$ cat config.mk
export PLATFORM = sky130hd
export DESIGN_NAME = boss_ctrl_param_flat
export DESIGN_NICKNAME = d
export VERILOG_FILES = /design/src/rtl/boss_ctrl_param_if.sv /design/src/rtl/boss_ctrl_param.sv /design/src/flat_wrapper.sv
export SDC_FILE = /design/constraint.sdc
export NUM_CORES = 1
export LEC_CHECK = 0
export ABC_AREA = 1
export CAP_MARGIN = 20
export CORE_ASPECT_RATIO = 0.75
export CORE_UTILIZATION = 60
export CTS_CLUSTER_DIAMETER = 60
export CTS_CLUSTER_SIZE = 40
export DETAILED_ROUTE_END_ITERATION = 16
export PLACE_DENSITY_LB_ADDON = 0.2
export SYNTH_ARGS = -nofsm -noshare
export SYNTH_HDL_FRONTEND = slang
export SYNTH_SLANG_ARGS = --single-unit
$ cat constraint.sdc
create_clock -name clk -period 13.78 [get_ports clk]
set_input_delay 1.378 -clock clk [delete_from_list [all_inputs] [get_ports clk]]
set_output_delay 1.378 -clock clk [all_outputs]
set_load 0.1 [all_outputs]
$ cat src/rtl/boss_ctrl_param_if.sv
// Control/status bundle between the boss core and its surroundings.
// master drives game inputs and observes boss state; slave is the boss core.
interface boss_ctrl_param_if #(
    parameter int unsigned HP_W = 7
);
    logic [1:0]      game_active;
    logic            game_start;
    logic            frame_tick;
    logic [11:0]     char_x;
    logic            projectile_hit;
    logic            melee_hit;

    logic [11:0]     boss_x;
    logic [11:0]     boss_y;
    logic [HP_W-1:0] boss_hp;
    logic            boss_alive;
    logic [2:0]      boss_phase;
    logic            hit_flash;
    logic            defeated;

    modport master (
        output game_active, game_start, frame_tick, char_x, projectile_hit, melee_hit,
        input  boss_x, boss_y, boss_hp, boss_alive, boss_phase, hit_flash, defeated
    );

    modport slave (
        input  game_active, game_start, frame_tick, char_x, projectile_hit, melee_hit,
        output boss_x, boss_y, boss_hp, boss_alive, boss_phase, hit_flash, defeated
    );
endinterface

$ cat src/rtl/boss_ctrl_param.sv
// Boss core: HP, damage with invulnerability frames, phase FSM and
// phase-dependent chase movement, all in one registered block.
module boss_ctrl_param #(
    parameter int unsigned HP_MAX    = 100,
    parameter int unsigned HP_W      = 7,
    parameter int unsigned PROJ_DMG  = 2,
    parameter int unsigned MELEE_DMG = 5,
    parameter int unsigned IFRAMES   = 30,
    parameter int unsigned PHASE2_HP = 60,
    parameter int unsigned ENRAGE_HP = 25,
    parameter int unsigned SPD_P1    = 1,
    parameter int unsigned SPD_P2    = 2,
    parameter int unsigned SPD_ENR   = 4,
    parameter int unsigned DEADZONE  = 8,
    parameter int unsigned X_MIN     = 0,
    parameter int unsigned X_MAX     = 900,
    parameter int unsigned X_START   = 700,
    parameter int unsigned Y_GROUND  = 500
) (
    input  logic              clk,
    input  logic              rst,
    boss_ctrl_param_if.slave  bus
);
    localparam int unsigned IFR_W = $clog2(IFRAMES + 1);
    localparam int unsigned DW    = HP_W + 1;
    localparam int unsigned XW    = 13;

    typedef enum logic [2:0] {
        S_IDLE   = 3'd0,
        S_P1     = 3'd1,
        S_P2     = 3'd2,
        S_ENRAGE = 3'd3,
        S_DEAD   = 3'd4
    } phase_e;

    phase_e            phase_q, phase_d;
    logic [HP_W-1:0]   hp_q, hp_d;
    logic [11:0]       x_q, x_d;
    logic [11:0]       y_q, y_d;
    logic [IFR_W-1:0]  ifr_q, ifr_d;
    logic              flash_q, flash_d;
    logic              alive_q, alive_d;
    logic              defeated_q, defeated_d;

    logic              run;
    logic              accept;
    logic [DW-1:0]     dmg;
    logic [DW-1:0]     hp_ext;
    logic [XW-1:0]     bx, cx, dz, step, gap, amt, room;

    function automatic logic [XW-1:0] min_x(input logic [XW-1:0] a, input logic [XW-1:0] b);
        return (a < b) ? a : b;
    endfunction

    always_ff @(posedge clk) begin
        if (rst) begin
            phase_q    <= S_IDLE;
            hp_q       <= HP_W'(HP_MAX);
            x_q        <= 12'(X_START);
            y_q        <= 12'(Y_GROUND);
            ifr_q      <= '0;
            flash_q    <= 1'b0;
            alive_q    <= 1'b1;
            defeated_q <= 1'b0;
        end else begin
            phase_q    <= phase_d;
            hp_q       <= hp_d;
            x_q        <= x_d;
            y_q        <= y_d;
            ifr_q      <= ifr_d;
            flash_q    <= flash_d;
            alive_q    <= alive_d;
            defeated_q <= defeated_d;
        end
    end

    always_comb begin
        phase_d = phase_q;
        hp_d    = hp_q;
        x_d     = x_q;
        y_d     = 12'(Y_GROUND);
        ifr_d   = ifr_q;
        step    = '0;
        gap     = '0;
        amt     = '0;
        room    = '0;

        run    = ((phase_q == S_P1) || (phase_q == S_P2) || (phase_q == S_ENRAGE))
                 && (bus.game_active == 2'b01);
        dmg    = (bus.projectile_hit ? DW'(PROJ_DMG)  : DW'(0))
               + (bus.melee_hit      ? DW'(MELEE_DMG) : DW'(0));
        accept = run && (ifr_q == '0) && (bus.projectile_hit || bus.melee_hit);
        hp_ext = {1'b0, hp_q};
        bx     = {1'b0, x_q};
        cx     = {1'b0, bus.char_x};
        dz     = XW'(DEADZONE);

        // Damage and invulnerability window; the counter never ticks in the accept cycle
        if (accept) begin
            hp_d  = (dmg >= hp_ext) ? '0 : HP_W'(hp_ext - dmg);
            ifr_d = IFR_W'(IFRAMES);
        end else if (run && bus.frame_tick && (ifr_q != '0)) begin
            ifr_d = ifr_q - IFR_W'(1);
        end

        // Phase steps look at registered HP, so they lag the HP update by one cycle
        case (phase_q)
            S_IDLE: begin
                if (bus.game_active == 2'b01) phase_d = S_P1;
            end
            S_P1, S_P2, S_ENRAGE: begin
                if (run) begin
                    if (hp_q == '0)
                        phase_d = S_DEAD;
                    else if ((phase_q == S_P1) && (hp_q <= HP_W'(PHASE2_HP)))
                        phase_d = S_P2;
                    else if ((phase_q == S_P2) && (hp_q <= HP_W'(ENRAGE_HP)))
                        phase_d = S_ENRAGE;
                end
            end
            default: ;
        endcase

        case (phase_q)
            S_P1:     step = XW'(SPD_P1);
            S_P2:     step = XW'(SPD_P2);
            S_ENRAGE: step = XW'(SPD_ENR);
            default:  step = '0;
        endcase

        // Chase the player outside the deadzone, never overshooting it or the arena
        if (run && bus.frame_tick) begin
            if (cx > bx + dz) begin
                gap  = cx - bx - dz;
                room = XW'(X_MAX) - bx;
                amt  = min_x(min_x(step, gap), room);
                x_d  = 12'(bx + amt);
            end else if (cx + dz < bx) begin
                gap  = bx - cx - dz;
                room = bx - XW'(X_MIN);
                amt  = min_x(min_x(step, gap), room);
                x_d  = 12'(bx - amt);
            end
        end

        if (bus.game_start) begin
            phase_d = S_IDLE;
            hp_d    = HP_W'(HP_MAX);
            x_d     = 12'(X_START);
            ifr_d   = '0;
        end

        flash_d    = (ifr_d != '0);
        alive_d    = (phase_d != S_DEAD);
        defeated_d = (phase_d == S_DEAD) && (phase_q != S_DEAD);
    end

    assign bus.boss_x     = x_q;
    assign bus.boss_y     = y_q;
    assign bus.boss_hp    = hp_q;
    assign bus.boss_alive = alive_q;
    assign bus.boss_phase = 3'(phase_q);
    assign bus.hit_flash  = flash_q;
    assign bus.defeated   = defeated_q;
endmodule

$ cat src/flat_wrapper.sv
// flat-port wrapper written by rule: the top's interface ports become plain ports
module boss_ctrl_param_flat 
#(
    parameter int unsigned HP_MAX    = 100,
    parameter int unsigned HP_W      = 7,
    parameter int unsigned PROJ_DMG  = 2,
    parameter int unsigned MELEE_DMG = 5,
    parameter int unsigned IFRAMES   = 30,
    parameter int unsigned PHASE2_HP = 60,
    parameter int unsigned ENRAGE_HP = 25,
    parameter int unsigned SPD_P1    = 1,
    parameter int unsigned SPD_P2    = 2,
    parameter int unsigned SPD_ENR   = 4,
    parameter int unsigned DEADZONE  = 8,
    parameter int unsigned X_MIN     = 0,
    parameter int unsigned X_MAX     = 900,
    parameter int unsigned X_START   = 700,
    parameter int unsigned Y_GROUND  = 500
)
  (clk, rst, bus_game_active, bus_game_start, bus_frame_tick, bus_char_x, bus_projectile_hit, bus_melee_hit, bus_boss_x, bus_boss_y, bus_boss_hp, bus_boss_alive, bus_boss_phase, bus_hit_flash, bus_defeated);
  boss_ctrl_param_if #(.HP_W(HP_W)) bus_i ();
  input  logic clk;
  input  logic rst;
  input wire logic [$bits(bus_i.game_active)-1:0] bus_game_active;
  input wire logic [$bits(bus_i.game_start)-1:0] bus_game_start;
  input wire logic [$bits(bus_i.frame_tick)-1:0] bus_frame_tick;
  input wire logic [$bits(bus_i.char_x)-1:0] bus_char_x;
  input wire logic [$bits(bus_i.projectile_hit)-1:0] bus_projectile_hit;
  input wire logic [$bits(bus_i.melee_hit)-1:0] bus_melee_hit;
  output wire logic [$bits(bus_i.boss_x)-1:0] bus_boss_x;
  output wire logic [$bits(bus_i.boss_y)-1:0] bus_boss_y;
  output wire logic [$bits(bus_i.boss_hp)-1:0] bus_boss_hp;
  output wire logic [$bits(bus_i.boss_alive)-1:0] bus_boss_alive;
  output wire logic [$bits(bus_i.boss_phase)-1:0] bus_boss_phase;
  output wire logic [$bits(bus_i.hit_flash)-1:0] bus_hit_flash;
  output wire logic [$bits(bus_i.defeated)-1:0] bus_defeated;
  assign bus_i.game_active = bus_game_active;
  assign bus_i.game_start = bus_game_start;
  assign bus_i.frame_tick = bus_frame_tick;
  assign bus_i.char_x = bus_char_x;
  assign bus_i.projectile_hit = bus_projectile_hit;
  assign bus_i.melee_hit = bus_melee_hit;
  assign bus_boss_x = bus_i.boss_x;
  assign bus_boss_y = bus_i.boss_y;
  assign bus_boss_hp = bus_i.boss_hp;
  assign bus_boss_alive = bus_i.boss_alive;
  assign bus_boss_phase = bus_i.boss_phase;
  assign bus_hit_flash = bus_i.hit_flash;
  assign bus_defeated = bus_i.defeated;
  boss_ctrl_param #(.HP_MAX(HP_MAX), .HP_W(HP_W), .PROJ_DMG(PROJ_DMG), .MELEE_DMG(MELEE_DMG), .IFRAMES(IFRAMES), .PHASE2_HP(PHASE2_HP), .ENRAGE_HP(ENRAGE_HP), .SPD_P1(SPD_P1), .SPD_P2(SPD_P2), .SPD_ENR(SPD_ENR), .DEADZONE(DEADZONE), .X_MIN(X_MIN), .X_MAX(X_MAX), .X_START(X_START), .Y_GROUND(Y_GROUND)) u_core (.clk(clk), .rst(rst), .bus(bus_i));
endmodule
Word-level counts from Yosys, hierarchy flattened
Cells that the tools add are included.

Mux-type cells: 20. Reductions and logical operators: 20. Equal/unequal tests: 7. Magnitude comparators: 9. Add/subtract/negate cells: 12.

Operators with widths (count): 2-to-1 mux 12 bit (4); adder 12 x 4 -> 13 bit (second input constant) (2); less-than comparator 13 x 12 -> 1 bit (2); less-than comparator 3 x 13 -> 1 bit (2); 2-to-1 mux 13 bit (2); subtractor 12 x 12 -> 13 bit (2); subtractor 13 x 4 -> 13 bit (second input constant) (2); 2-to-1 mux 3 bit (7); 2-to-1 mux 5 bit (3); greater-than comparator 12 x 13 -> 1 bit (1); less-than comparator 13 bit (1); subtractor 10 x 12 -> 13 bit (first input constant) (1); adder 12 bit (1); subtractor 12 bit (1); nonzero test 5 bit (2); case mux 3 bit (3 select lines) (1); greater-or-equal comparator 8 x 7 -> 1 bit (1); logical AND 1 bit (8); less-or-equal comparator 7 x 5 -> 1 bit (second input constant) (1); less-or-equal comparator 7 x 6 -> 1 bit (second input constant) (1); logical NOT 7 bit (1); 2-to-1 mux 7 bit (1); subtractor 7 bit (1); equality test 3 x 2 -> 1 bit (second input constant) (2); 15 further kinds (18).

Output and inout port bits: 37. Register bits after elaboration: 30. Word-level logic and storage cells: 75. Input port bits: 20.

Logic depth before layout (Yosys ltp)
Gate-level depths: netlist of the first run.

Word-level depth: 10. Depth in mapped cells: 56. Depth with buffers taken out: 55.

Worst setup path after synthesis of the first run
No wires, ideal clock.

Kind: input to register. Start: input port bus_char_x[1]. End: register u_core.x_q[11] (netlist: u_core.bus.boss_x[11]). Stages on the path: 52. Library setup time: 0.065 ns. Setup slack: 6.734 ns. Buffers on the path: 1. Arrival: 6.980 ns. Data required time: 13.715 ns. Cell sequence: ha_1 -> ha_1 -> inv_1 -> fa_1 -> nor2_1 -> nand3_1 -> nand2_1 -> nand2_1 -> nand2_1 -> nand2_1 -> nand2_1 -> nand3_1 -> nor2_2 -> nand3_2 -> mux2_2 -> inv_1 -> ha_1 -> a21oi_1 -> [... 16 more ...] -> o21ai_0 -> nor2_1 -> nor2_1 -> nor2_1 -> inv_1 -> a21oi_1 -> inv_1 -> nand2_1 -> inv_1 -> nor2_1 -> inv_1 -> a21oi_1 -> inv_1 -> nand3_2 -> nand2_1 -> nor2_1 -> nor2_1 -> nor2_1.

Longest elaborated chain between the ends: 9. Elaborated cells on any way between the ends: 21. Classes of those cells: add/sub (7); order compare (6); mux (6); reduce/logical (2).

Ends and longest elaborated chain: start, declared (line flat_wrapper.sv:27) `input wire logic [$bits(bus_i.char_x)-1:0] bus_char_x;`; subtractor 12 x 12 -> 13 bit (line boss_ctrl_param.sv:139) `gap = bx - cx - dz;`; subtractor 13 x 4 -> 13 bit (line boss_ctrl_param.sv:139); less-than comparator 3 x 13 -> 1 bit (line boss_ctrl_param.sv:52) `return (a < b) ? a : b;`; 2-to-1 mux 13 bit (line boss_ctrl_param.sv:52); less-than comparator 13 x 12 -> 1 bit (line boss_ctrl_param.sv:52); 2-to-1 mux 12 bit (line boss_ctrl_param.sv:52); subtractor 12 bit (line boss_ctrl_param.sv:142) `x_d = 12'(bx - amt);`; 2-to-1 mux 12 bit (line boss_ctrl_param.sv:138) `end else if (cx + dz < bx) begin`; 2-to-1 mux 12 bit (line boss_ctrl_param.sv:133) `if (cx > bx + dz) begin`; end signal, assigned (line boss_ctrl_param.sv:59) `x_q <= 12'(X_START);`; end, declared (line boss_ctrl_param.sv:38) `logic [11:0] x_q, x_d;`.

Several ways; a longest one is shown, not always the timed one. The select of a mux whose other input is x is not followed. A chain may end at the register's enable or synchronous reset.

Final worst setup path of the first run
Start: input port bus_char_x[3]. End: register u_core.x_q[11] (netlist: u_core.bus.boss_x[11]).

The elaborated chain is that of the path after synthesis.

==> results of run 1 <==
synth_stat cells (all sizes together):
library cell and number:
o21bai 3, clkinv 3, o21ai 50, a21boi 1, xor2 35, a2111oi 2, a31oi 9, nand3 60
or4 1, a32oi 1, nor3b 1, nor3 25, mux2 1, a21o 1, o211ai 6, nor2 86
o221a 1, dfxtp 30, a211oi 7, fa 5, nor4 4, nand4 17, and2 3, ha 110
inv 158, o21a 1, conb 2, a21oi 58, nand2 157, xnor2 6, o31ai 7, buf 15
or2 4, clkbuf 5, o221ai 1, nand3b 5
worst reg2reg max path, delay by kind of cell (launching register included):
family,cells,cell delay (ns)
DFF,1,0.58
AOI/OAI and AO/OA,7,1.22
buffers and inverters,10,0.98
and+or+nand+nor,28,2.46
muxes,1,0.28
adders and majority gates,5,1.84
area by class of cell:
| cell class | count | area, sq um |
|---|---|---|
| fillers | 857 | 2660 |
| multi-input cells | 699 | 4490 |
| well taps | 128 | 160 |
| flip-flops and latches | 30 | 601 |
| clock buffers | 6 | 139 |
| inverters | 161 | 604 |
| repair buffers | 45 | 448 |
| clock inverters | 2 | 60.1 |
cells by family (layout without fill, tap and decap cells):
logic type	Yosys count	after routing	synth area share [%]
buf+inv	181	214	12.9
xor+xnor	41	41	6.29
mux	1	1	0.197
flops	30	30	10.5
fa+ha+maj	115	115	25.8
other cells	2	31	0.131
simple gates	363	363	29.3
compound gates	148	148	14.9
layer usage:
| layer | part of all wire [%] | wire (um) |
|---|---|---|
| met2 | 43 | 6410 |
| met4 | 0.74 | 110 |
| met3 | 7.7 | 1140 |
| met1 | 48 | 7180 |
| met5 | 0 | 0 |
stage by stage:
| stage | total power [mW] | setup slack, ns | cells |
|---|---|---|---|
| floorplan | 0.212 | 6.73 | 910 |
| global placement | 0.239 | 5.57 | 1063 |
| detailed placement | 0.239 | 5.52 | 1063 |
| CTS | 0.389 | 5.74 | 1071 |
| global route | 0.416 | 4.76 | 1071 |
| finish | 0.390 | 5.64 | 1071 |
layout by cell type, fill, tap and decap left out, types with 7 or more instances in the layout:
cell and n:
conb_1 31, nand4_1 17, inv_1 154, nor3_1 25, xor2_1 35, nand2_1 140
nor2_1 80, nand3_1 56, nand2_2 15, ha_1 110, a21oi_1 57, clkdlybuf4s50_1 44
o21ai_0 42, a211oi_1 7, o31ai_1 7, a31oi_1 9, dfxtp_1 30
registers in the layout, indices dropped and copies added (netlist names):
register,count
u_core.bus.boss_hp,7
u_core.bus.boss_phase,3
u_core.ifr_q,5
u_core.bus.boss_alive,1
u_core.bus.defeated,1
u_core.bus.hit_flash,1
u_core.bus.boss_x,12
power by group:
part	leakage, nW	switching, mW	internal, mW	total, mW
combinational	3.04	0.100	0.0534	0.154
sequential	0.242	0.000702	0.0872	0.0879
clock	0.0971	0.0401	0.108	0.149
final timing paths:
path                            slack (ns)                                  to
worst max-delay path                  5.64  u_core.bus.boss_x[11]$_SDFFE_PP0P_
worst min-delay path                  0.53          u_core.ifr_q[0]$_SDFF_PP0_
worst max register to register        6.37  u_core.bus.boss_x[11]$_SDFFE_PP0P_
worst min register to register        0.53          u_core.ifr_q[0]$_SDFF_PP0_
==> results.json, run 1 <==
{
  "final_util_pct": 71.0,
  "worstRegToRegCells": 51,
  "dr.pass1.iters": 5,
  "ir_drop_mv": 0.0859,
  "ctsResizeCount": 0,
  "antenna_found_initial": 0,
  "vias": 5831,
  "ios": 57,
  "hold_viol_final": 0,
  "synth.area.top_cells": "ha_1 24%, dfxtp_1 11%, inv_1 10%",
  "use_met3_pct": 3.15,
  "dpl_cell_area_sq_um": 6300,
  "slew_headroom_pct": 34.1,
  "grt_use_met1_pct": 45.0,
  "die_area_sq_um": 9920,
  "diodes": 0,
  "htreeDepth": 2,
  "crit_start": "bus_char_x[3]",
  "cp_slowest_cell": "clkdlybuf4s50_1",
  "ys_seq_area_share_pct": 10.5,
  "cts_tree": "done",
  "critPathArrivalTime_ns": 8.36,
  "drive_gt1_share_pct": 5.30,
  "drv_cap": 0,
  "critPathMaxStageDelay_ns": 0.57,
  "syn_inst": 881,
  "io_buffers": 44,
  "grt_use_met2_pct": 49.9,
  "fin_nets": 1077,
  "clk_latency_ns": 0.28,
  "grt_usage_pct": 30.9,
  "clock_sinks": 30,
  "numCtsBuffers": 5,
  "path_depth": 52,
  "drt_wl_total_um": 14800,
  "viasPerCell": 5.44,
  "setup_viol": 0,
  "grt_pass1_wl_um": 24700,
  "whs_ns": 0.525,
  "coreArea_sq_um": 9160,
  "drc": 0,
  "die_width_um": 115,
  "cts-hold-fix-buffers": 0,
  "cp_max_fo": 11,
  "slew_viol_final": 0,
  "synth_area_per_cell_sq_um": 6.48,
  "synth.yosys.warnings": 0,
  "yosysTopAreaCellShare_pct": 24.1,
  "final.setup_skew_ns": 0.00568,
  "synth-seq-cells": 30,
  "required_ns": 14.00,
  "min_from": "u_core.ifr_q[0]$_SDFF_PP0_",
  "reg2reg_from": "u_core.bus.boss_x[2]$_SDFFE_PP1P_",
  "grt_overflow": 0,
  "power.leakage_nw": 3.38,
  "hold-path-cell-count": 2,
  "yosys.cell_types.count": 48,
  "path_buf_inv": 11,
  "rows": 30,
  "tns_ns": 0,
  "cts.clk_slew.worst_paths_ns": 0.05,
  "worstSetupEndpointType": "flip-flop",
  "crit_family": "simple AND/OR/NAND/NOR gates",
  "wl_per_cell_um": 13.9,
  "crit_type": "in -> reg",
  "dr.first_iter.drc_count": 519,
  "clock_path_buffers": 2,
  "power_density_nw_per_um2": 60.1,
  "tightestPinTransition_ns": 0.985,
  "initial_core_util_pct": 62.4,
  "rsz0062_at_grt": "false",
  "routabilityCongestion": 1.06,
  "status": "complete, no violations",
  "synth_top_area_cell": "ha_1",
  "grt_max_degree": 20,
  "place_hpwl_um": 12100,
  "ant_nets": 0,
  "critPathMostFrequentCell": "nand2_1",
  "top_usage_layer": "met2",
  "syn_to_final_growth_pct": 13.8,
  "period_share_pct": 59.1,
  "hold_path_class": "reg -> reg",
  "setup.worst_path.start_class": "input pin",
  "die_height_um": 86.5,
  "grt_pass1_vias": 5226,
  "final_area_sq_um": 6500,
  "synth_area_sq_um": 5710,
  "postCtsSetupBuffers": 0,
  "cts-root-buf": "clkbuf_16",
  "fin_crit_ns": 8.14,
  "fmaxAchievable_mhz": 123
}
No activity file was read; power rests on OpenSTA's default activity.
==> inputs of run 2 (changes only) <==
Settings changed: CORE_UTILIZATION 60 to 54.
Clock period 13.78 ns to 6.8 ns, I/O delays scaled along.
==> results.json, run 2 (same netlist as run 1, synthesis figures left out) <==
{
  "swShare_pct": 36.1,
  "tns_ns": 0,
  "cp_slowest_cell": "fa_2",
  "cts-hold-fix-buffers": 0,
  "drc": 0,
  "seq_area_sq_um": 611,
  "die_width_um": 121,
  "crit_family": "simple AND/OR/NAND/NOR gates",
  "grt_usage_pct": 28.6,
  "io_buffers": 44,
  "hold_viol_final": 0,
  "status": "complete, no violations",
  "wl_per_cell_um": 13.9,
  "fin_cells": 1167,
  "dr.first_iter.drc_count": 457,
  "cts_tree": "done",
  "clk_latency_ns": 0.28,
  "ant_nets": 0,
  "dpl.cell_count": 1148,
  "fin_ws_ns": 0.266,
  "htreeDepth": 2,
  "power_density_nw_per_um2": 117,
  "diodes": 0,
  "setup_viol": 0,
  "p_switching_uw": 317,
  "internal_power_uw": 560,
  "drive_gt1_share_pct": 19.9,
  "clock_path_buffers": 2,
  "multiInputGateArea_sq_um": 4780,
  "routabilityCongestion": 0.920,
  "grt_pass1_vias": 5481,
  "numCtsBuffers": 5,
  "min_from": "u_core.bus.boss_phase[2]$_SDFF_PP0_",
  "hold_end": "u_core.bus.defeated$_SDFF_PP0_",
  "hold-path-cell-count": 1,
  "grt_pass1_wl_um": 25500,
  "grt_max_degree": 20,
  "cp_max_fo": 5,
  "coreArea_sq_um": 10300,
  "rows": 32,
  "period_share_pct": 96.1,
  "die_area_sq_um": 11000,
  "path_buf_inv": 11,
  "worstRegToRegCells": 52,
  "power.total_uw": 877,
  "fin_nets": 1165,
  "antenna_found_initial": 0,
  "largest_reg_flops": 12,
  "slew_viol_final": 0,
  "dp_slack_ns": -0.396,
  "die_height_um": 91.1,
  "final_util_pct": 72.9,
  "critPathMaxStageDelay_ns": 0.41,
  "setup.worst_path.start_class": "flip-flop",
  "drt_wl_total_um": 16200,
  "ios": 57,
  "hold_path_class": "reg -> reg",
  "initial_core_util_pct": 55.5,
  "cts-root-buf": "clkbuf_16",
  "dpl_cell_area_sq_um": 6900,
  "fin_crit_ns": 6.53,
  "p_comb_share_pct": 45.4,
  "r2r-end": "u_core.bus.boss_x[11]$_SDFFE_PP0P_",
  "crit_start": "u_core.bus.boss_x[1]$_SDFFE_PP0P_",
  "place_hpwl_um": 13000,
  "power.leakage_nw": 3.91,
  "whs_ns": 0.519,
  "worstSetupEndpointType": "flip-flop",
  "slew_headroom_pct": 34.3,
  "grt_overflow": 0,
  "reg2reg_slack_ns": 0.27,
  "final_area_sq_um": 7500,
  "reg2reg_from": "u_core.bus.boss_x[1]$_SDFFE_PP0P_",
  "final_common_cell": "inv_1",
  "mostFrequentLayoutCells": "142 x inv_1, 132 x nand2_1, 99 x ha_1",
  "fmaxAchievable_mhz": 153,
  "vias": 6202,
  "tightestPinTransition_ns": 0.982,
  "drv_cap": 0,
  "ir_drop_mv": 0.142,
  "n_fill_cell": 846,
  "dr.pass1.iters": 6,
  "clock_sinks": 30,
  "p_clk_share_pct": 34.4,
  "rsz0062_at_grt": "true",
  "final.setup_skew_ns": 0.00460,
  "viasPerCell": 5.31,
  "cts.clk_slew.worst_paths_ns": 0.05,
  "crit_type": "reg -> reg",
  "critPathArrivalTime_ns": 6.75,
  "syn_to_final_growth_pct": 31.3,
  "required_ns": 7.02,
  "p_seq_share_pct": 20.2
}
run 2: cell types whose count changed in the layout (fill, tap and decap cells not counted), moves of 6 or more:
cell and change:
nand2_2 +7, ha_4 +10, dfxtp_1 -6, inv_1 -12
buf_4 +86, dlymetal6s2s_1 +10, clkdlybuf4s50_1 -11, a21oi_2 +9
a21oi_1 -9, nand2_1 -8, ha_1 -11, inv_2 +11
run 2: worst max-delay path by stage:
stage	end	slack, ns	cells after the start
CTS	u_core.bus.boss_x[11]$_SDFFE_PP0P_	0.02	53
global placement	u_core.bus.boss_x[11]$_SDFFE_PP0P_	-0.17	52
finish	u_core.bus.boss_x[11]$_SDFFE_PP0P_	0.27	52
global route	u_core.bus.boss_x[11]$_SDFFE_PP0P_	-0.18	53
detailed placement	u_core.bus.boss_x[11]$_SDFFE_PP0P_	-0.40	52
floorplan	u_core.bus.boss_x[11]$_SDFFE_PP0P_	0.004	51
run 2: timing repair:
item	4_1_cts	5_1_grt
pin swaps	5	41
gates resized for setup	7	82
endpoints found under the setup margin	1	5
buffers inserted	3	8
run 2: worst register-to-register path, delay by kind of cell (launching register included):
kind | cells | cell delay, ns
compound gates | 8 | 1.24
fa+ha+maj | 6 | 1.51
flops | 1 | 0.35
mux | 1 | 0.32
buf+inv | 11 | 0.82
simple gates | 26 | 2.25
run 2: area by class of cell:
class | count | area share [%]
inverter | 161 | 8.10
multi-input combinational | 699 | 63.7
clock buffer | 6 | 1.85
clock inverter | 2 | 0.800
timing repair buffer | 133 | 15.1
tap | 136 | 2.27
sequential | 30 | 8.14
run 2: per-layer routing:
layer	part of all wire (%)	wire, um	track usage [%]
met5	0	0	0
met4	1.3	206	4.84
met3	5.3	857	3.14
met2	45	7250	46.6
met1	49	7930	40.8
run 2: power by group through the flow:
stage,registers [mW],clock network (mW),logic (mW)
after global routing,0.177,0.312,0.438
after floorplan,0.187,0,0.242
final,0.177,0.302,0.398
after detailed placement,0.181,0,0.355
after CTS,0.178,0.305,0.363
after global placement,0.181,0,0.350
==> inputs of run 3 (changes only) <==
Clock period 6.8 ns to 5.8 ns, I/O delays scaled along.
==> results.json, run 3 (same netlist as run 1, synthesis figures left out) <==
{
  "status": "finished, violations left",
  "failed_checks": "negative setup slack",
  "ir_drop_mv": 0.139,
  "clock_path_buffers": 2,
  "diodes": 0,
  "path_buf_inv": 10,
  "rsz0062_at_grt": "true",
  "die_area_sq_um": 11000,
  "cp_max_fo": 5,
  "initial_core_util_pct": 55.5,
  "drv_cap": 0,
  "power_density_nw_per_um2": 126,
  "drt_wl_total_um": 23900,
  "fin_nets": 1281,
  "cp_slowest_cell": "fa_2",
  "htreeDepth": 2,
  "slew_headroom_pct": 33.6,
  "hold_path_class": "reg -> reg",
  "top_usage_layer": "met2",
  "multiInputGateArea_sq_um": 5160,
  "power.leakage_nw": 4.39,
  "whs_ns": 0.523,
  "mostFrequentLayoutCells": "200 x buf_4, 128 x inv_1, 122 x nand2_1",
  "slew_viol_final": 0,
  "tightestPinTransition_ns": 0.993,
  "antenna_found_initial": 0,
  "place_hpwl_um": 14300,
  "worstSetupEndpointType": "flip-flop",
  "grt_usage_pct": 37.5,
  "period_share_pct": 112,
  "cts-hold-fix-buffers": 0,
  "numCtsBuffers": 5,
  "syn_to_final_growth_pct": 52.6,
  "drive_gt1_share_pct": 35.0,
  "critPathArrivalTime_ns": 6.73,
  "ant_nets": 0,
  "rows": 32,
  "ios": 57,
  "hold_viol_final": 0,
  "crit_type": "in -> reg",
  "tns_ns": -2.47,
  "io_buffers": 44,
  "grt_max_degree": 16,
  "wl_per_cell_um": 18.6,
  "routabilityCongestion": 0.920,
  "coreArea_sq_um": 10300,
  "required_ns": 6.01,
  "drc": 0,
  "vias": 7634,
  "grt_pass1_wl_um": 32900,
  "crit_family": "simple AND/OR/NAND/NOR gates",
  "setup_viol": 7,
  "final_common_cell": "buf_4",
  "critPathMaxStageDelay_ns": 0.33,
  "dr.first_iter.drc_count": 778,
  "fin_crit_ns": 6.52,
  "use_met3_pct": 5.40,
  "clock_sinks": 30,
  "grt_use_met1_pct": 48.1,
  "cts-root-buf": "clkbuf_16",
  "viasPerCell": 5.95,
  "final.setup_skew_ns": 0.00554,
  "die_width_um": 121,
  "grt_overflow": 0,
  "largest_reg_flops": 12,
  "cts_tree": "done",
  "grt_use_met2_pct": 61.9,
  "dr.pass1.iters": 9,
  "clk_latency_ns": 0.28,
  "setup.worst_path.start_class": "input pin",
  "fmaxAchievable_mhz": 153,
  "critPathMostFrequentCell": "nand2_1",
  "cts.clk_slew.worst_paths_ns": 0.05,
  "grt_pass1_vias": 6844,
  "n_fill_cell": 585,
  "die_height_um": 91.1,
  "fin_ws_ns": -0.716,
  "seq_area_sq_um": 646
}
run 3: layout make-up:
cell class,instances,area share (%)
Multi-Input combinational cell,699,59.2
Timing Repair Buffer,249,22.6
Clock buffer,6,1.59
Tap cell,136,1.95
Inverter,161,7.09
Sequential cell,30,7.40
Clock inverter,2,0.129
run 3: worst paths after layout:
kind                                            start                                 end  slack, ns  cells past startpoint
hold reg to reg   u_core.bus.boss_phase[2]$_SDFF_PP0_      u_core.bus.defeated$_SDFF_PP0_       0.52                      1
setup / recovery                        bus_char_x[1]  u_core.bus.boss_x[11]$_SDFFE_PP0P_      -0.72                     49
setup reg to reg    u_core.bus.boss_x[0]$_SDFFE_PP0P_  u_core.bus.boss_x[11]$_SDFFE_PP0P_      -0.70                     50
hold / removal    u_core.bus.boss_phase[2]$_SDFF_PP0_      u_core.bus.defeated$_SDFF_PP0_       0.52                      1
run 3: what timing repair did:
action,4_1_cts,5_1_grt
endpoints found under the setup margin,11,10
pin swaps,66,71
resized for setup,98,80
buffers inserted,33,17
cloned,0,0
run 3: report_power, final:
group / switching (mW) / internal, mW
clock network: 0.0950 / 0.170
logic: 0.351 / 0.277
registers: 0.00122 / 0.202
run 3: layer usage:
metal	part of all wire (%)	wire length, um
met5	0	0
met4	6.0	1430
met3	12	2790
met2	45	10800
met1	37	8940
run 3: per-stage QoR:
step,power [mW],instances,worst slack (ns),cell area (sq um),utilization (%)
after floorplan,0.508,910,-0.207,6000,-
after global placement,0.680,1225,-1.12,7620,74.1
after detailed placement,0.685,1225,-1.24,7620,74.1
after CTS,0.998,1266,-0.352,8330,81.0
after global routing,1.15,1283,-1.00,8720,84.7
final,1.10,1283,-0.716,8720,84.7
